==> config.mk <==
export PLATFORM = sky130hd
export DESIGN_NAME = multiplicador_segmentado
export DESIGN_NICKNAME = d
export VERILOG_FILES = /design/src/rtl/multiplicador_segmentado.sv
export SDC_FILE = /design/constraint.sdc
export NUM_CORES = 1
export LEC_CHECK = 0
export BUFFER_PORTS_ARGS = -buffer_cell sky130_fd_sc_hd__buf_4
export CORE_UTILIZATION = 55
export CTS_BUF_LIST = sky130_fd_sc_hd__clkbuf_4 sky130_fd_sc_hd__clkbuf_8 sky130_fd_sc_hd__clkbuf_16
export CTS_CLUSTER_SIZE = 40
export DETAILED_ROUTE_END_ITERATION = 8
export GPL_TIMING_DRIVEN = 0
export PLACE_DENSITY_LB_ADDON = 0.3
export SLEW_MARGIN = 25
export SYNTH_ARGS = -nofsm -noshare
export SYNTH_HDL_FRONTEND = slang
export SYNTH_SLANG_ARGS = --single-unit
export TNS_END_PERCENT = 10
==> constraint.sdc <==
create_clock -name CLK -period 5.6 [get_ports CLK]
set_input_delay 0.56 -clock CLK [delete_from_list [all_inputs] [get_ports CLK]]
set_output_delay 0.56 -clock CLK [all_outputs]
set_load 0.02 [all_outputs]
==> src/rtl/multiplicador_segmentado.sv <==
// multiplicador_segmentado: pipelined shift-add reconstruction Num = Coc*Den + Res, one op per cycle.
module multiplicador_segmentado #(
    parameter int tamanyo = 8
) (
    input  logic                               CLK,
    input  logic                               RSTa,
    input  logic                               START,
    input  logic [tamanyo-1:0]                 Coc,
    input  logic [tamanyo-1:0]                 Den,
    input  logic [tamanyo-1:0]                 Res,
    output logic [2*tamanyo-1:0]               Num,
    output logic                               Done,
    output logic                               ERR,
    output logic [$clog2(tamanyo+1)-1:0]       OCUP
);
    localparam int W  = 2*tamanyo;
    localparam int OW = $clog2(tamanyo+1);
    logic [W-1:0]       acc_q [tamanyo];
    logic [W-1:0]       acc_d [tamanyo];
    logic [tamanyo-1:0] coc_q [tamanyo];
    logic [tamanyo-1:0] coc_d [tamanyo];
    logic [tamanyo-1:0] den_q [tamanyo];
    logic [tamanyo-1:0] den_d [tamanyo];
    logic [tamanyo-1:0] err_q, err_d;
    logic [tamanyo-1:0] vld_q, vld_d;
    logic [OW-1:0]      ocup_q, ocup_d;
    logic               done;
    assign done = vld_q[tamanyo-1];
    always_comb begin
        acc_d = acc_q;
        coc_d = coc_q;
        den_d = den_q;
        err_d = err_q;
        vld_d = {vld_q[tamanyo-2:0], START};
        if (START) begin
            acc_d[0] = W'(Res) + (Coc[0] ? W'(Den) : '0);
            coc_d[0] = Coc;
            den_d[0] = Den;
            err_d[0] = Res >= Den;
        end
        // stage j adds the j-th partial product, Den shifted left by j
        for (int j = 1; j < tamanyo; j++) begin
            if (vld_q[j-1]) begin
                acc_d[j] = acc_q[j-1] + (coc_q[j-1][j] ? W'(den_q[j-1]) << j : '0);
                coc_d[j] = coc_q[j-1];
                den_d[j] = den_q[j-1];
                err_d[j] = err_q[j-1];
            end
        end
        ocup_d = (START && !done) ? ocup_q + OW'(1) :
                 (!START && done) ? ocup_q - OW'(1) : ocup_q;
    end
    always_ff @(posedge CLK or posedge RSTa) begin
        if (RSTa) begin
            for (int j = 0; j < tamanyo; j++) begin
                acc_q[j] <= '0;
                coc_q[j] <= '0;
                den_q[j] <= '0;
            end
            err_q  <= '0;
            vld_q  <= '0;
            ocup_q <= '0;
        end else begin
            acc_q  <= acc_d;
            coc_q  <= coc_d;
            den_q  <= den_d;
            err_q  <= err_d;
            vld_q  <= vld_d;
            ocup_q <= ocup_d;
        end
    end
    assign Num  = acc_q[tamanyo-1];
    assign ERR  = err_q[tamanyo-1];
    assign Done = done;
    assign OCUP = ocup_q;
endmodule
==> flow_summary.json, run 1 <==
{
  "postCtsSetupRepairBufs": 0,
  "reg2reg_from": "coc_q[29]",
  "fin_worst_skew_ps": 10.2,
  "clock_sink_count": 204,
  "routed_wirelength_um": 20900,
  "final_cell_mix": "sky130_fd_sc_hd__dfrtp_1, sky130_fd_sc_hd__mux2_2, sky130_fd_sc_hd__ha_1",
  "tightestPinTransition_ps": 604,
  "worstReg2RegEnd": "acc_q[43]",
  "die_height_um": 142,
  "synthDominantAreaCellType": "sky130_fd_sc_hd__dfrtp_1",
  "synth_fp_nets": 990,
  "timing.critical_path.required_ps": 5980,
  "vias_per_cell": 5.66,
  "layout-drive-gt1-share": 0.314,
  "htree_num_levels": 1,
  "drt_pre_antenna_iters": 4,
  "cp_max_fo": 9,
  "syn_to_final_growth_pct": 15.5,
  "primary_flip_flop_cell_chosen_by_synthesis_mapping": "sky130_fd_sc_hd__dfrtp_1",
  "first_global_vias": 7221,
  "crit_path_end": "acc_q[43]",
  "dpl-instance-area_sq_um": 11600,
  "ctsLongestPathBuffers": 3,
  "diodes": 0,
  "synth_edf_count": 0,
  "layout_min_cycle_time_ps": 2520,
  "power_density_nw_per_um2": 506,
  "finish.net_count": 1070,
  "die_width_um": 142,
  "synth_cell_type_count": 33,
  "num_vias": 6979,
  "routedWlPerCell_um": 16.9,
  "mostFrequentLayoutCell": "sky130_fd_sc_hd__dfrtp_1",
  "start_kind": "register",
  "timing.final.max_slew_violations": 0,
  "dpl.hpwl_um": 15900,
  "r2r_setup_slack_ps": 3080,
  "status": "completed",
  "post_synth_design_cell_area_sq_um": 10700,
  "route.antenna.remaining_nets": 0,
  "post_synth.cell_area_avg_sq_um": 12.2,
  "grt_start_max_net_pins": 33,
  "fp.dieArea_sq_um": 20100,
  "ys_top_cells_by_area": "sky130_fd_sc_hd__dfrtp_1, sky130_fd_sc_hd__mux2_2, sky130_fd_sc_hd__ha_1, sky130_fd_sc_hd__and2_1, sky130_fd_sc_hd__xnor2_1",
  "route.detailed.drc": 0,
  "drt-initial-drc-count": 173,
  "cts_inserted_buffers": 22,
  "synth.yosys.warnings": 0,
  "critPathArrivalTime_ps": 2900,
  "placementRows": 50,
  "final_design_area_no_fill_sq_um": 12400,
  "grt_util_all_layers": 0.222,
  "critical_path.startpoint": "coc_q[29]",
  "slew-limit-headroom": 0.597,
  "netlist_instances": 879,
  "hold_viol_final": 0,
  "clock_insertion_delay_worst_skew_ps": 500,
  "synth_sequential_area_ratio": 0.476,
  "clkSlewWorstSetupHoldPaths_ps": 60,
  "nFillCells": 1465,
  "grt_antenna_before_repair": 0,
  "leakage_nw": 5.54,
  "grt_first_pass_wirelength_um": 35400,
  "drv_cap": 0,
  "final_setup_violation_count": 0,
  "ys_async_sr_fraction": 1.00,
  "synthDominantCellAreaShare": 0.476,
  "post-route-period-util": 0.450,
  "ctsResizeCount": 0,
  "rsz0062_at_grt": "no",
  "final.setup.tns_ps": 0,
  "fmax_mhz": 397,
  "grt-ovfl-total": 0,
  "total_power_mw": 6.26,
  "cts_tree": "done",
  "ioPinCount": 49,
  "irDropWorstVdd_mv": 0.268,
  "postSynthRegisterBits": 204,
  "cts_hold_repair.buffers": 0,
  "numPortBuffers": 48,
  "floorplan.initialDensity": 0.567,
  "core_area_sq_um": 18900,
  "hp-class": "in2async",
  "critical_path_class": "reg2reg",
  "cts_root_buffer": "sky130_fd_sc_hd__clkbuf_16",
  "endpoint_kind": "register",
  "finalWeightedCongestion": 0.830,
  "reg2reg_depth": 8
}
==> sequential cells by signal (all words and copies together) (netlist names) <==
signal  count
coc_q      28
err_q       8
vld_q       8
acc_q      84
Num        16
OCUP        4
den_q      56
==> synthesized netlist by cell type (all sizes together), types with 11 or more instances <==
cell type	n
dfrtp	204
mux2	152
ha	75
and2	64
o21ai	42
inv	36
a21oi	34
a211oi	33
buf	31
o22ai	30
xnor2	27
nand3	25
a21o	18
nor2	17
o21bai	16
nand2b	11
==> power by group <==
group | internal, mW | switching, mW
clock | 0.974 | 0.577
sequential | 1.98 | 0.356
combinational | 1.24 | 1.14
total | 4.19 | 2.07
==> per-stage QoR <==
step	util	worst slack [ps]	instances	hold slack (ps)
after floorplan	-	2400	879	421
after global placement	0.604	1160	1187	445
after detailed placement	0.614	3030	1195	447
after CTS	0.655	3050	1234	17.4
after global routing	0.655	2910	1234	22.6
final	0.655	3080	1234	24.1
==> logic make-up (layout without fill, tap and decap cells) <==
logic type                 count (synthesis)  after routing  share of synthesized area
AOI/OAI and AO/OA                        202            202                      0.132
xor gates and xnor gates                  28             28                     0.0229
adders and majority gates                 84             84                      0.104
buffers and inverters                     76            171                     0.0340
DFF                                      204            204                      0.476
muxes                                    152            152                      0.160
and+or+nand+nor                          133            133                     0.0704
==> worst min-delay path by stage <==
stage | to | depth (start not counted)
final | acc_q[25] | 2
after global routing | acc_q[25] | 2
after CTS | acc_q[25] | 2
after detailed placement | vld_q[1] | 0
after global placement | vld_q[2] | 0
after floorplan | vld_q[1] | 0
==> final cells by class <==
class / instances / area [sq um] / area share
tap: 260 / 325 / 0.0263
buffer: 40 / 229 / 0.0185
sequential: 204 / 5100 / 0.412
multi-input combinational: 599 / 5250 / 0.424
clock inverter: 7 / 116 / 0.00940
clock buffer: 32 / 674 / 0.0545
inverter: 36 / 139 / 0.0112
timing repair buffer: 56 / 543 / 0.0439
==> routing by layer <==
layer / vias up / GRT usage / share of wire
met5: - / 0 / 0
met4: 0 / 0.0668 / 0.020
met3: 36 / 0.0331 / 0.030
met2: 111 / 0.404 / 0.52
met1: 3482 / 0.271 / 0.43
li1: 3350 / - / -
==> critical path, cell delays in order (launching register included) <==
cell                       delay, ps
sky130_fd_sc_hd__dfrtp_1         510
sky130_fd_sc_hd__and2_1          210
sky130_fd_sc_hd__ha_1            270
sky130_fd_sc_hd__fa_1            470
sky130_fd_sc_hd__a211oi_2        260
sky130_fd_sc_hd__o21bai_1        150
sky130_fd_sc_hd__a21oi_2         170
sky130_fd_sc_hd__xnor2_1          90
sky130_fd_sc_hd__mux2_2          280
No activity file was read; power rests on OpenSTA's default activity.
==> run 2: changes to the inputs <==
==> constraint.sdc (replaced) <==
create_clock -name CLK -period 2.6 [get_ports CLK]
set_input_delay 0.26 -clock CLK [delete_from_list [all_inputs] [get_ports CLK]]
set_output_delay 0.26 -clock CLK [all_outputs]
set_load 0.02 [all_outputs]
==> run 2 against run 1 <==
Effect of this change:
- cell count grew 0.89%
- via count grew 0.76%
- core utilization grew 0.61 points
- fmax grew 2.6%
==> flow_summary.json, run 2 (synthesis results as in run 1) <==
{
  "clock_insertion_delay_worst_skew_ps": 500,
  "timing.final.max_slew_violations": 0,
  "route.antenna.remaining_nets": 0,
  "mostFrequentLayoutCell": "sky130_fd_sc_hd__dfrtp_1",
  "setup_ws_ps": 147,
  "floorplan.initialDensity": 0.567,
  "irDropWorstVdd_mv": 0.577,
  "timing.hold.ws_ps": 22.2,
  "biggest_regs": "acc_q: 84 flops, den_q: 56 flops, coc_q: 28 flops",
  "num_vias": 7032,
  "start_kind": "register",
  "critPathArrivalTime_ps": 2840,
  "worstReg2RegEnd": "acc_q[103]",
  "ctsLongestPathBuffers": 3,
  "finalWeightedCongestion": 0.830,
  "grt-ovfl-total": 0,
  "htree_num_levels": 1,
  "clkSlewWorstSetupHoldPaths_ps": 60,
  "final_setup_violation_count": 0,
  "post-route-period-util": 0.943,
  "rsz0062_at_grt": "no",
  "routed_wirelength_um": 21000,
  "clock_sink_count": 204,
  "leakage_nw": 5.58,
  "fin_worst_skew_ps": 9.97,
  "grt_antenna_before_repair": 0,
  "ioPinCount": 49,
  "finish.net_count": 1081,
  "first_global_vias": 7272,
  "max_flop_register": "acc_q",
  "nFillCells": 1447,
  "drt-initial-drc-count": 186,
  "dpl.hpwl_um": 15900,
  "r2r_setup_slack_ps": 150,
  "final_cell_mix": "sky130_fd_sc_hd__dfrtp_1, sky130_fd_sc_hd__mux2_2, sky130_fd_sc_hd__ha_1",
  "area.sequential_sq_um": 5110,
  "numPortBuffers": 48,
  "drt_pre_antenna_iters": 4,
  "slew-limit-headroom": 0.600,
  "hp-class": "in2reg",
  "multiInputGateArea_sq_um": 5250,
  "routedWlPerCell_um": 16.8,
  "drv_cap": 0,
  "core_area_sq_um": 18900,
  "syn_to_final_growth_pct": 16.6,
  "hold_path_startpoint": "Den[1]",
  "hold_viol_final": 0,
  "vias_per_cell": 5.65,
  "setup_slack_after_placement_ps": 67.5,
  "cts_inserted_buffers": 22,
  "cp_max_fo": 9,
  "critical_path_class": "reg2reg",
  "die_height_um": 142,
  "largest_reg_flops": 84,
  "reg2reg_depth": 8,
  "grt_util_all_layers": 0.222,
  "fp.dieArea_sq_um": 20100,
  "status": "completed",
  "reg2reg_from": "coc_q[57]",
  "tightestPinTransition_ps": 601,
  "placementRows": 50,
  "min_to": "den_q[57]",
  "timing.critical_path.required_ps": 2980,
  "grt_first_pass_wirelength_um": 35500,
  "diodes": 0,
  "power_density_nw_per_um2": 1080,
  "cts_tree": "done",
  "fmax_mhz": 408,
  "cts_root_buffer": "sky130_fd_sc_hd__clkbuf_16",
  "grt_start_max_net_pins": 33,
  "whs_path_depth": 2,
  "route.detailed.drc": 0,
  "layout_min_cycle_time_ps": 2450,
  "postCtsSetupRepairBufs": 0,
  "die_width_um": 142,
  "endpoint_kind": "register",
  "layout-drive-gt1-share": 0.314
}
[run 2: worst max path at each step]
stage | cells after the start | slack, ps | startpoint | end
floorplan | 1 | -300 | RSTa | Num[0]
global placement | 2 | -1540 | RSTa | coc_q[62]
detailed placement | 8 | 70 | coc_q[29] | acc_q[43]
CTS | 8 | 50 | coc_q[29] | acc_q[43]
global route | 8 | 20 | coc_q[36] | acc_q[58]
finish | 8 | 150 | coc_q[57] | acc_q[103]
[run 2: repair_timing]
action / CTS / global route
hold buffers: 11 / 0
setup endpoints to repair: 0 / 2
resized for setup: 0 / 3
hold endpoints to repair: 39 / 0
[run 2: critical path: stages, from the launching register on]
cell                       delay (ps)
sky130_fd_sc_hd__dfrtp_1          480
sky130_fd_sc_hd__and2_1           210
sky130_fd_sc_hd__ha_1             220
sky130_fd_sc_hd__fa_1             450
sky130_fd_sc_hd__a211oi_2         280
sky130_fd_sc_hd__o21bai_1         160
sky130_fd_sc_hd__a21oi_2          180
sky130_fd_sc_hd__xnor2_1           90
sky130_fd_sc_hd__mux2_2           270
[run 2: report_power, final]
part / internal [mW] / switching (mW)
Sequential: 4.26 / 0.767
Combinational: 2.67 / 2.46
Clock: 2.10 / 1.24
Total: 9.04 / 4.47
[run 2: cell type report]
| type | instances | area share |
|---|---|---|
| plain buffers | 40 | 0.0183 |
| clock buffers | 32 | 0.0540 |
| clock inverters | 7 | 0.00931 |
| inverters | 36 | 0.0111 |
| multi-input cells | 599 | 0.420 |
| flip-flops and latches | 204 | 0.409 |
| well taps | 260 | 0.0260 |
| repair buffers | 67 | 0.0523 |
[run 2: metal layers]
metal | GRT usage | part of all wire | vias to the layer above
met5 | 0 | 0 | -
met4 | 0.0668 | 0.021 | 0
met3 | 0.0327 | 0.027 | 38
met2 | 0.407 | 0.52 | 109
met1 | 0.271 | 0.43 | 3510
li1 | - | - | 3375
[run 2: metrics by stage]
stage                     cells  cell area [sq um]  setup TNS, ps  utilization  total power [mW]
after floorplan             879              10700         -62070            -              8.81
after global placement     1187              11400        -309170        0.604              9.93
after detailed placement   1195              11600              0        0.614              10.2
after CTS                  1245              12500              0        0.661              13.6
after global routing       1245              12500              0        0.662              14.4
final                      1245              12500              0        0.662              13.5
==> run 3: changes to the inputs <==
--- a/config.mk
+++ b/config.mk
@@ -5,13 +5,14 @@
 export SDC_FILE = /design/constraint.sdc
 export NUM_CORES = 1
 export LEC_CHECK = 0
+export ABC_AREA = 1
 export BUFFER_PORTS_ARGS = -buffer_cell sky130_fd_sc_hd__buf_4
 export CORE_UTILIZATION = 55
 export CTS_BUF_LIST = sky130_fd_sc_hd__clkbuf_4 sky130_fd_sc_hd__clkbuf_8 sky130_fd_sc_hd__clkbuf_16
 export CTS_CLUSTER_SIZE = 40
 export DETAILED_ROUTE_END_ITERATION = 8
 export GPL_TIMING_DRIVEN = 0
-export PLACE_DENSITY_LB_ADDON = 0.3
+export PLACE_DENSITY = 0.69
 export SLEW_MARGIN = 25
 export SYNTH_ARGS = -nofsm -noshare
 export SYNTH_HDL_FRONTEND = slang
==> run 3 against run 2 <==
Effect of this change:
- worst setup slack improved by 410 ps
- die area increased by 3.3%
- non-clock buffer count up 20
- largest power group is now registers
- sequential power decreased by 16%
- critical endpoint is now acc_q[30]
- clock power hardly changed
==> flow_summary.json, run 3 <==
{
  "setup_slack_after_placement_ps": 546,
  "diodes": 0,
  "fmax_mhz": 489,
  "fp.dieArea_sq_um": 20700,
  "final_design_area_no_fill_sq_um": 12800,
  "leading_cell_type_by_number_of_instances_after_synthesis": "sky130_fd_sc_hd__nand2_1",
  "postSynthRegisterBits": 204,
  "final_setup_violation_count": 0,
  "grt-ovfl-total": 0,
  "synth_sequential_area_ratio": 0.461,
  "biggest_regs": "acc_q: 84 flops, den_q: 56 flops, coc_q: 28 flops",
  "synth_cell_type_count": 30,
  "critPathArrivalTime_ps": 2430,
  "final.setup.tns_ps": 0,
  "slew-limit-headroom": 0.645,
  "hold_viol_final": 0,
  "clock_insertion_delay_worst_skew_ps": 500,
  "reg2reg_from": "coc_q[22]",
  "ioPinCount": 49,
  "first_global_vias": 8501,
  "route.antenna.remaining_nets": 0,
  "grt_antenna_before_repair": 0,
  "cts_root_buffer": "sky130_fd_sc_hd__clkbuf_16",
  "rsz0062_at_grt": "no",
  "power_density_nw_per_um2": 780,
  "placementRows": 51,
  "post_synth.cell_area_avg_sq_um": 7.89,
  "htree_num_levels": 1,
  "die_height_um": 144,
  "grt_start_max_net_pins": 32,
  "endpoint_kind": "register",
  "critical_path_class": "reg2reg",
  "netlist_instances": 1403,
  "status": "completed",
  "critical_path.max_stage_delay_ps": 390,
  "layout_min_cycle_time_ps": 2040,
  "largest_reg_flops": 84,
  "finalWeightedCongestion": 0.853,
  "layout-drive-gt1-share": 0.107,
  "critPathMostFrequentCell": "sky130_fd_sc_hd__nand2_1",
  "synth_edf_count": 0,
  "synth.top_cells.by_count": "sky130_fd_sc_hd__nand2_1, sky130_fd_sc_hd__inv_1, sky130_fd_sc_hd__dfrtp_1",
  "floorplan.initialDensity": 0.565,
  "postCtsSetupRepairBufs": 0,
  "whs_path_depth": 3,
  "fin_worst_skew_ps": 6.76,
  "grt_first_pass_wirelength_um": 38900,
  "dpl-instance-area_sq_um": 11900,
  "route.detailed.drc": 0,
  "grt_util_all_layers": 0.236,
  "drv_cap": 0,
  "drt_pre_antenna_iters": 4,
  "core_area_sq_um": 19600,
  "clock_sink_count": 204,
  "mostFrequentLayoutCell": "sky130_fd_sc_hd__nand2_1",
  "cts_inserted_buffers": 23,
  "num_vias": 8654,
  "dpl.hpwl_um": 17700,
  "placed_cells": 1722,
  "critical_path.startpoint": "coc_q[22]",
  "nFillCells": 1705,
  "final_non_filler_cells": 1775,
  "path_cells": "clkbuf_1 > nand2_1 > inv_1 > ha_1 > fa_1 > nand2_1 > nand2_1 > nand3b_4 > nor2_1 > o21ai_1 > nand2_1",
  "ctsLongestPathBuffers": 3,
  "routedWlPerCell_um": 12.8,
  "final_cell_mix": "sky130_fd_sc_hd__nand2_1, sky130_fd_sc_hd__inv_1, sky130_fd_sc_hd__dfrtp_1",
  "synthDominantAreaCellType": "sky130_fd_sc_hd__dfrtp_1",
  "timing.hold.ws_ps": 24.3,
  "drt-initial-drc-count": 317,
  "cts_tree": "done",
  "tightestPinTransition_ps": 532,
  "start_kind": "register",
  "vias_per_cell": 4.88,
  "finish.net_count": 1606,
  "ys_top_cells_by_area": "sky130_fd_sc_hd__dfrtp_1, sky130_fd_sc_hd__nand2_1, sky130_fd_sc_hd__ha_1, sky130_fd_sc_hd__inv_1, sky130_fd_sc_hd__o21ai_0",
  "setup_ws_ps": 556,
  "irDropWorstVdd_mv": 0.602,
  "max_flop_register": "acc_q",
  "reg2reg_depth": 11,
  "leakage_nw": 7.39,
  "post-route-period-util": 0.786,
  "primary_flip_flop_cell_chosen_by_synthesis_mapping": "sky130_fd_sc_hd__dfrtp_1",
  "numPortBuffers": 47,
  "synthDominantCellAreaShare": 0.461,
  "cp_max_fo": 9,
  "routed_wirelength_um": 22800,
  "clkSlewWorstSetupHoldPaths_ps": 60,
  "cp_slowest_cell": "sky130_fd_sc_hd__fa_1",
  "synth_fp_nets": 1514,
  "timing.critical_path.required_ps": 2980,
  "hp-class": "in2reg",
  "timing.final.max_slew_violations": 0,
  "hold_path_startpoint": "Den[4]",
  "post_synth_design_cell_area_sq_um": 11100,
  "synth.yosys.warnings": 0,
  "die_width_um": 144,
  "ys_async_sr_fraction": 1.00,
  "syn_to_final_growth_pct": 15.9
}
run 3: timing repair:
item	in CTS	in global routing
endpoints found under the setup margin	0	0
hold buffers	13	0
resized for setup	0	0
endpoints found under the hold margin	34	0
run 3: routing by layer:
metal / GRT usage / vias up / wire [um]
li1: - / 4519 / -
met1: 0.272 / 4009 / 9810
met2: 0.454 / 86 / 11900
met3: 0.0300 / 40 / 516
met4: 0.0622 / 0 / 535
met5: 0 / - / 0
run 3: worst max-delay path: cells and delay by family, from the launching register on:
kind / cells / cell delay, ps
fa+ha+maj: 2 / 590
simple gates: 6 / 580
flops: 1 / 350
buf+inv: 2 / 260
compound gates: 1 / 150
run 3: logic make-up after synthesis:
family,after synthesis,share of synthesized area
AO/OA/AOI/OAI,173,0.0811
adder cells (fa/ha/maj),84,0.101
flip-flops,204,0.461
AND/OR/NAND/NOR,648,0.239
buffers and inverters,278,0.106
XOR/XNOR,16,0.0127
run 3: where the power goes:
part	internal (mW)	switching, mW	total (mW)
Combinational	1.04	1.41	2.45
Sequential	3.80	0.410	4.21
Clock	2.08	1.27	3.35
run 3: per-stage QoR:
step,power [mW],utilization
2_1_floorplan,5.98,-
3_3_place_gp,6.62,0.600
3_5_place_dp,6.72,0.608
4_1_cts,10.1,0.655
5_1_grt,10.7,0.655
6_report,10.0,0.655
run 3: path summary, 6_finish.rpt:
kind,to,slack (ps)
setup / recovery,acc_q[30],560
hold / removal,den_q[60],20
setup reg to reg,acc_q[30],560
hold reg to reg,vld_q[1],400
max in group asynchronous,acc_q[88],1050
min in group asynchronous,err_q[7],350
run 3: cell type report:
| type | count | area [sq um] | area share |
|---|---|---|---|
| Timing Repair Buffer | 67 | 631 | 0.0491 |
| Buffer | 60 | 350 | 0.0273 |
| Multi-Input combinational cell | 921 | 4800 | 0.374 |
| Tap cell | 265 | 332 | 0.0258 |
| Clock inverter | 10 | 138 | 0.0107 |
| Inverter | 218 | 822 | 0.0640 |
| Sequential cell | 204 | 5100 | 0.398 |
| Clock buffer | 30 | 659 | 0.0514 |
